[config.mk]
export PLATFORM = sky130hd
export DESIGN_NAME = qrd_input_skew_buffer
export DESIGN_NICKNAME = d
export VERILOG_FILES = /design/src/rtl/qrd_skew_pkg.sv /design/src/rtl/qrd_input_skew_buffer_delay_line.sv /design/src/rtl/qrd_input_skew_buffer.sv
export SDC_FILE = /design/constraint.sdc
export NUM_CORES = 1
export LEC_CHECK = 0
export CAP_MARGIN = 20
export CORE_UTILIZATION = 46
export CTS_CLUSTER_SIZE = 24
export DETAILED_ROUTE_END_ITERATION = 10
export PLACE_DENSITY = 0.71
export SKIP_LAST_GASP = 1
export SYNTH_ARGS = -nofsm -noshare
export SYNTH_HDL_FRONTEND = slang
export SYNTH_SLANG_ARGS = --single-unit
[constraint.sdc]
create_clock -name clk -period 1.3 [get_ports clk]
set_input_delay 0.13 -clock clk [delete_from_list [all_inputs] [get_ports clk]]
set_output_delay 0.13 -clock clk [all_outputs]
set_load 0.02 [all_outputs]
[src/rtl/qrd_skew_pkg.sv]
// qrd_skew_pkg: shared state enum and sizing helpers for the QRD input skew buffer.
// Counter width is sized for the largest supported array (BASE_DELAY=4, NUM_CH=16).
package qrd_skew_pkg;

  typedef enum logic [1:0] {
    IDLE,
    RUN,
    DRAIN
  } state_e;

  function automatic int max_delay(input int base, input int nch);
    return base + nch - 1;
  endfunction

  localparam int CNT_W = $clog2(max_delay(4, 16) + 1);

endpackage

[src/rtl/qrd_input_skew_buffer_delay_line.sv]
// qrd_skew_delay_line: DEPTH-stage data+valid shift chain, advancing on adv.
// Ports: adv advances, din/vin load stage 0 (zero when vin=0), dout/vout = last stage.
module qrd_skew_delay_line #(
  parameter int DATA_LENGTH = 8,
  parameter int DEPTH       = 1
) (
  input  logic                   clk,
  input  logic                   rst_n,
  input  logic                   adv,
  input  logic [DATA_LENGTH-1:0] din,
  input  logic                   vin,
  output logic [DATA_LENGTH-1:0] dout,
  output logic                   vout
);

  logic [DATA_LENGTH-1:0] d_q [DEPTH];
  logic [DEPTH-1:0]       v_q;

  always_ff @(posedge clk or negedge rst_n) begin
    if (!rst_n) begin
      for (int i = 0; i < DEPTH; i++) d_q[i] <= '0;
      v_q <= '0;
    end else if (adv) begin
      // bubbles enter as zero so the array sees neutral samples
      d_q[0] <= vin ? din : '0;
      v_q[0] <= vin;
      for (int i = 1; i < DEPTH; i++) begin
        d_q[i] <= d_q[i-1];
        v_q[i] <= v_q[i-1];
      end
    end
  end

  assign dout = d_q[DEPTH-1];
  assign vout = v_q[DEPTH-1];

endmodule

[src/rtl/qrd_input_skew_buffer.sv]
// qrd_input_skew_buffer: staggers channel k by BASE_DELAY+k advances, delays sk by
// REF_DELAY, with valid/ready flow, full stall on !out_ready and a zero-pad drain.
// Ports: in_* upstream beat (data/ref/valid/last) + in_ready; out_ready advances;
// out_data/out_valid per channel, out_ref/out_ref_valid, busy, drain_done pulse.
// Optional SKEW_BYPASS_EN: adds bypass input (sampled in IDLE) that removes the stagger.
module qrd_input_skew_buffer
  import qrd_skew_pkg::*;
#(
  parameter int DATA_LENGTH = 8,
  parameter int NUM_CH      = 5,
  parameter int BASE_DELAY  = 1,
  parameter int REF_DELAY   = 1
) (
  input  logic                          clk,
  input  logic                          rst_n,
  input  logic [NUM_CH*DATA_LENGTH-1:0] in_data,
  input  logic [DATA_LENGTH-1:0]        in_ref,
  input  logic                          in_valid,
  input  logic                          in_last,
  output logic                          in_ready,
  input  logic                          out_ready,
  output logic [NUM_CH*DATA_LENGTH-1:0] out_data,
  output logic [NUM_CH-1:0]             out_valid,
  output logic [DATA_LENGTH-1:0]        out_ref,
  output logic                          out_ref_valid,
  output logic                          busy,
  output logic                          drain_done
`ifdef SKEW_BYPASS_EN
  ,
  input  logic                          bypass
`endif
);

  localparam logic [CNT_W-1:0] DRAIN_FULL =
    CNT_W'(max_delay(BASE_DELAY, NUM_CH));

  state_e             state_q;
  logic [CNT_W-1:0]   cnt_q;
  logic               done_q;
  logic [CNT_W-1:0]   drain_len;
  logic               adv;
  logic               acc;

  logic [DATA_LENGTH-1:0] sk_d [NUM_CH];
  logic [NUM_CH-1:0]      sk_v;

  assign adv        = out_ready;
  assign in_ready   = out_ready && (state_q != DRAIN);
  assign acc        = in_valid && in_ready;
  assign busy       = (state_q != IDLE);
  assign drain_done = done_q;

  for (genvar k = 0; k < NUM_CH; k++) begin : g_ch
    qrd_skew_delay_line #(
      .DATA_LENGTH(DATA_LENGTH),
      .DEPTH      (BASE_DELAY + k)
    ) u_dl (
      .clk  (clk),
      .rst_n(rst_n),
      .adv  (adv),
      .din  (in_data[k*DATA_LENGTH +: DATA_LENGTH]),
      .vin  (acc),
      .dout (sk_d[k]),
      .vout (sk_v[k])
    );
  end

  qrd_skew_delay_line #(
    .DATA_LENGTH(DATA_LENGTH),
    .DEPTH      (REF_DELAY)
  ) u_ref (
    .clk  (clk),
    .rst_n(rst_n),
    .adv  (adv),
    .din  (in_ref),
    .vin  (acc),
    .dout (out_ref),
    .vout (out_ref_valid)
  );

`ifdef SKEW_BYPASS_EN
  logic                          byp_q;
  logic                          byp_now;
  logic [NUM_CH*DATA_LENGTH-1:0] byp_d;
  logic                          byp_v;

  // the beat accepted in IDLE already uses the mode being latched
  assign byp_now   = (state_q == IDLE) ? bypass : byp_q;
  assign drain_len = byp_now ? CNT_W'(BASE_DELAY) : DRAIN_FULL;

  // unstaggered chain carrying the whole vector
  qrd_skew_delay_line #(
    .DATA_LENGTH(NUM_CH*DATA_LENGTH),
    .DEPTH      (BASE_DELAY)
  ) u_byp (
    .clk  (clk),
    .rst_n(rst_n),
    .adv  (adv),
    .din  (in_data),
    .vin  (acc),
    .dout (byp_d),
    .vout (byp_v)
  );

  always_comb begin
    out_data  = '0;
    out_valid = '0;
    if (byp_q) begin
      out_data  = byp_d;
      out_valid = {NUM_CH{byp_v}};
    end else begin
      for (int k = 0; k < NUM_CH; k++) begin
        out_data[k*DATA_LENGTH +: DATA_LENGTH] = sk_d[k];
        out_valid[k] = sk_v[k];
      end
    end
  end
`else
  assign drain_len = DRAIN_FULL;

  always_comb begin
    out_data  = '0;
    out_valid = '0;
    for (int k = 0; k < NUM_CH; k++) begin
      out_data[k*DATA_LENGTH +: DATA_LENGTH] = sk_d[k];
      out_valid[k] = sk_v[k];
    end
  end
`endif

  always_ff @(posedge clk or negedge rst_n) begin
    if (!rst_n) begin
      state_q <= IDLE;
      cnt_q   <= '0;
      done_q  <= 1'b0;
`ifdef SKEW_BYPASS_EN
      byp_q   <= 1'b0;
`endif
    end else begin
      done_q <= 1'b0;
`ifdef SKEW_BYPASS_EN
      if (state_q == IDLE) byp_q <= bypass;
`endif
      if (adv) begin
        unique case (state_q)
          IDLE: begin
            if (acc) begin
              if (in_last) begin
                state_q <= DRAIN;
                cnt_q   <= drain_len;
              end else begin
                state_q <= RUN;
              end
            end
          end
          RUN: begin
            if (acc && in_last) begin
              state_q <= DRAIN;
              cnt_q   <= drain_len;
            end
          end
          DRAIN: begin
            if (cnt_q == CNT_W'(1)) begin
              state_q <= IDLE;
              cnt_q   <= '0;
              done_q  <= 1'b1;
            end else begin
              cnt_q <= cnt_q - CNT_W'(1);
            end
          end
          default: state_q <= IDLE;
        endcase
      end
    end
  end

endmodule

# Word-level counts from Yosys, hierarchy flattened
# Index checks and enable logic that the tools add are counted.
totals:
  reg_bits: 151
  in_bits: 53
  elab_cells: 60
  out_inout_bits: 57
classes:
  eq_ne: 8
  muxes: 19
  n_addsub: 1
  reduce_logical: 8
ops:
  columns: ["operator", "count"]
  rows:
  - ["$mux W8", 6]
  - ["$mux W5", 4]
  - ["$pmux W5 S3", 1]
  - ["$ne A2 B2 Y1 const B", 5]
  - ["$mux W2", 4]
  - ["$pmux W2 S3", 1]
  - ["$eq A5 B1 Y1 const B", 1]
  - ["$reduce_and A5 Y1", 1]
  - ["$sub A5 B1 Y5 const B", 1]
  - ["$reduce_and A4 Y1", 1]
  - ["$logic_and A1 B1 Y1", 3]
  - ["$mux W1", 3]
  - ["$reduce_bool A3 Y1", 1]
  - ["$eq A2 B1 Y1 const B", 1]
  - ["$eq A2 B2 Y1 const B", 1]
  - ["$logic_not A2 Y1", 1]
  - ["$reduce_bool A2 Y1", 1]

# Longest topological paths before layout
depth:
  depth_word: 6
  mapped_depth: 5
  mapped_depth_nobuf: 5

# By module
# Synthesis repeated with hierarchy kept, for this count alone.
unflattened:
  hier_cells: 487
  area_unflattened_um2: 6701.4
by_module_without_submodules:
  columns: ["mod", "seq_area_each_um2", "instances", "cells_per_inst", "area_each_um2"]
  rows:
  - ["qrd_skew_delay_line at g_ch[4].u_dl", 1126.1, 1, 121, 1905.6]
  - ["qrd_skew_delay_line at g_ch[3].u_dl", 900.9, 1, 102, 1530.2]
  - ["qrd_skew_delay_line at g_ch[2].u_dl", 675.6, 1, 83, 1158.6]
  - ["qrd_skew_delay_line at g_ch[0].u_dl ...", 225.2, 2, 37, 429.2]
  - ["qrd_skew_delay_line at g_ch[1].u_dl", 450.4, 1, 64, 783.3]
  - ["qrd_input_skew_buffer", 200.2, 1, 43, 465.4]

# Least setup slack after synthesis
# OpenSTA, ideal clock, no wires.
synth_timing:
  path_type: "reg-to-reg"
  startpoint: "register cnt_q[0]"
  endpoint: "register cnt_q[4]"
  synth_period_minus_slack_ps: 1384
  setup_time_ps: 65
  required_time_ps: 1235
  arrival_ps: 1319
  slack_ps: -84
  path_buffers: 0
  stages_incl_launch_ff: 6
  cell_sequence: "dfrtp_1 > inv_1 > ha_1 > or4b_1 > nor4_2 > a211o_1"
synth_between:
  elab_chain_cells: 3
  word_cells_on_any_way: 4
synth_lines:
  columns: ["item", "line", "text"]
  rows:
  - ["start, declared", "qrd_input_skew_buffer.sv:38", "logic [CNT_W-1:0] cnt_q;"]
  - ["start signal, assigned", "qrd_input_skew_buffer.sv:150", "cnt_q <= drain_len;"]
  - ["start signal, assigned", "qrd_input_skew_buffer.sv:159", "cnt_q <= drain_len;"]
  - ["start signal, assigned", "qrd_input_skew_buffer.sv:168", "cnt_q <= cnt_q - CNT_W'(1);"]
  - ["$sub A5 B1 Y5 / $eq A5 B1 Y1 (equally long branches)", "qrd_input_skew_buffer.sv:168, qrd_input_skew_buffer.sv:163", null]
  - ["$mux W5 (*)", "qrd_input_skew_buffer.sv:163", "if (cnt_q == CNT_W'(1)) begin"]
  - ["$pmux W5 S3 (*)", "qrd_input_skew_buffer.sv:145", "unique case (state_q)"]
# Mark *: on every way between the ends. The rest lies on a longest branch, timed or not.
# A chain may end at the register's enable or synchronous reset.

# Final worst setup path
layout_timing:
  startpoint: "register cnt_q[0]"
  endpoint: "register cnt_q[3]"
# Same word-level chain as after synthesis.

==> results_dict.tcl <==
set metrics [dict create \
    layout.nets 533 \
    ant_nets 0 \
    die_w_um 112 \
    fin_crit_ps 1480 \
    drv_cap 0 \
    tightest_slew_ps 351 \
    die_area_sq_um 12600 \
    num_vias 3349 \
    mostFrequentLayoutCells "141 x dfrtp_1, 85 x mux2_2, 50 x clkdlybuf4s50_1, 48 x a22o_1, 46 x dlygate4sd2_1" \
    wl_per_cell_um 17.6 \
    start_util 0.480 \
    synth.ff_latch_count 141 \
    hp-class "in2reg" \
    min_period_over_period 1.14 \
    antenna_found_initial 0 \
    first_pass_iters 9 \
    hold_violations 0 \
    synthToLayoutAreaGrowth_pct 36.0 \
    violations "design-rule violations, negative setup slack" \
    fp.coreArea_sq_um 11600 \
    fin_area_sq_um 7590 \
    io-pin-count 110 \
    cts_made_buffers 17 \
    pwr-share-clk 0.351 \
    vias_per_cell 5.28 \
    internal-power_mw 10.7 \
    dp.cells 585 \
    place_congestion 0.705 \
    ys_seq_area_frac 0.632 \
    ir_drop_mv 1.01 \
    slew_headroom 0.766 \
    fin_cells 634 \
    status "complete, but fails checks" \
    grt_pass1_vias 3611 \
    fin_util 0.653 \
    cts_tree "built" \
    regToRegSetupSlack_ps -180 \
    power-per-cell-area_nw_per_um2 1910 \
    clkTransAtPathRegs_ps 60 \
    p_leak_nw 3.76 \
    p_comb_frac 0.246 \
    synth_nets 423 \
    fin_tns_setup_ps -5400 \
    cp-start-kind "flop" \
    fin_ws_ps -183 \
    grt_max_degree 52 \
    setup_violations 56 \
    arrival_ps 1780 \
    wl_mm 11.1 \
    place_ws_ps -179 \
    dr.first_iter.drc_count 130 \
    cts.root.buffer_cell "clkbuf_16" \
    rsz0062_at_grt "yes" \
    clock_latency_ps 410 \
    cts.htree.levels 4 \
    antenna_cells 0 \
    rows 39 \
    hold_ws_ps 78.7 \
    final_common_cell "dfrtp_1" \
    clk_path_buf_depth 2 \
    grt_overflow_total 0 \
    syn_inst 368 \
    cp-end-kind "flop" \
    seqPwrFrac 0.403 \
    power_switching_mw 3.84 \
    critPathMaxFanout 2 \
    hpwlAfterDp_mm 6.74 \
    max_freq_ghz 0.674 \
    grt_pass1_wl_mm 18.0 \
    critical_path_class "reg2reg" \
    syn_area_sq_um 5580 \
    ys_types 32 \
    drive_above_1_share 0.360 \
    io_buffers 109 \
    total_power_mw 14.5 \
    skew_ps 7.96 \
    cp.required_ps 1590 \
    swShare 0.264 \
    syn_area_per_cell_sq_um 15.2 \
    yosys_warnings 0 \
    grt_usage 0.186 \
    die_y_um 112 \
    post-route-drc-count 3 \
    place_area_sq_um 6730 \
    clock_sinks 141 \
    slew_violations 0 \
]
timing repair:
action                     CTS  global route
resized for setup           84            15
gates cloned                 0             6
hold buffers                 1             0
pin swaps                    5             7
setup endpoints to repair   62            64
buffers inserted             4             6
hold endpoints to repair   141             0
power groups by stage:
stage	registers, mW	clock network [mW]	logic [mW]
floorplan	5.91	0	2.08
global route	5.99	5.39	3.83
detailed placement	5.94	0	3.38
finish	5.86	5.09	3.57
global placement	5.89	0	3.29
CTS	5.87	5.19	3.33
kinds of logic (layout without fill, tap and decap cells):
family                   count (synthesis)  count (layout)  synth area share
AO/OA/AOI/OAI                           61              61            0.0937
multiplexers                            85              85             0.172
adder cells (fa/ha/maj)                  2               2           0.00448
buffers and inverters                   62             185            0.0731
AND/OR/NAND/NOR                         17              17            0.0249
flip-flops                             141             141             0.632
layout make-up:
cell class              instances  area, sq um
multi-input cells             165         1720
flip-flops and latches        141         3530
well taps                     143          179
fillers                       870         4030
inverters                       5         18.8
clock buffers                  26          499
repair buffers                148         1510
clock inverters                 6          130
worst paths after layout:
kind                                       from  cells after the start              endpoint
min in group asynchronous                 rst_n                      2  g_ch[4].u_dl.d_q[18]
hold / removal                        out_ready                      2            drain_done
setup reg to reg                       cnt_q[0]                      5              cnt_q[3]
max in group asynchronous                 rst_n                      3   g_ch[4].u_dl.v_q[3]
hold reg to reg            g_ch[4].u_dl.d_q[20]                      1  g_ch[4].u_dl.d_q[12]
setup / recovery                       cnt_q[0]                      5              cnt_q[3]
cell usage after synthesis:
| master | number | area [sq um] |
|---|---|---|
| dfrtp_1 | 141 | 3530 |
| mux2_2 | 85 | 957 |
| a22o_1 | 48 | 420 |
| buf_4 | 39 | 293 |
| buf_2 | 11 | 55.1 |
| clkbuf_1 | 5 | 18.8 |
| inv_1 | 4 | 15.0 |
| a211o_1 | 2 | 17.5 |
| a21o_1 | 2 | 15.0 |
| a21oi_1 | 2 | 10.0 |
| a2bb2oi_1 | 2 | 17.5 |
| and3_1 | 2 | 12.5 |
| buf_6 | 2 | 22.5 |
| ha_1 | 2 | 25.0 |
| nand2b_1 | 2 | 12.5 |
| nor2_1 | 2 | 7.51 |
| o2bb2ai_1 | 2 | 17.5 |
| and4b_1 | 1 | 10.0 |
| clkinv_1 | 1 | 3.75 |
| nand2_1 | 1 | 3.75 |
| nand3b_1 | 1 | 7.51 |
| nor2_2 | 1 | 6.26 |
| nor2b_4 | 1 | 13.8 |
| nor4_1 | 1 | 6.26 |
| nor4_2 | 1 | 12.5 |
| nor4b_4 | 1 | 23.8 |
| o21ai_0 | 1 | 5.00 |
| o22a_2 | 1 | 10.0 |
| o311a_1 | 1 | 10.0 |
| or2_2 | 1 | 6.26 |
| or3_1 | 1 | 6.26 |
| or4b_1 | 1 | 10.0 |
routing by layer:
metal  wire length (um)  up-vias  global-route usage
met5                  0        -                   0
met1               4780     1730               0.225
li1                   -     1515                   -
met4                176        0              0.0818
met3                606       17              0.0718
met2               5580       87               0.297
state kept, by name, indices dropped and copies added (netlist names):
| name | flops |
|---|---|
| cnt_q | 5 |
| u_ref.dout | 8 |
| g_ch.u_dl.dout | 40 |
| g_ch.u_dl.v_q | 5 |
| g_ch.u_dl.d_q | 80 |
| drain_done | 1 |
| state_q | 2 |
critical path, stage by stage (launching register included):
cell and delay [ps]:
dfrtp_1 400, buf_6 130, buf_4 130, or3_4 330, and3_4 150, a211o_1 220
No activity file was read; power rests on OpenSTA's default activity.
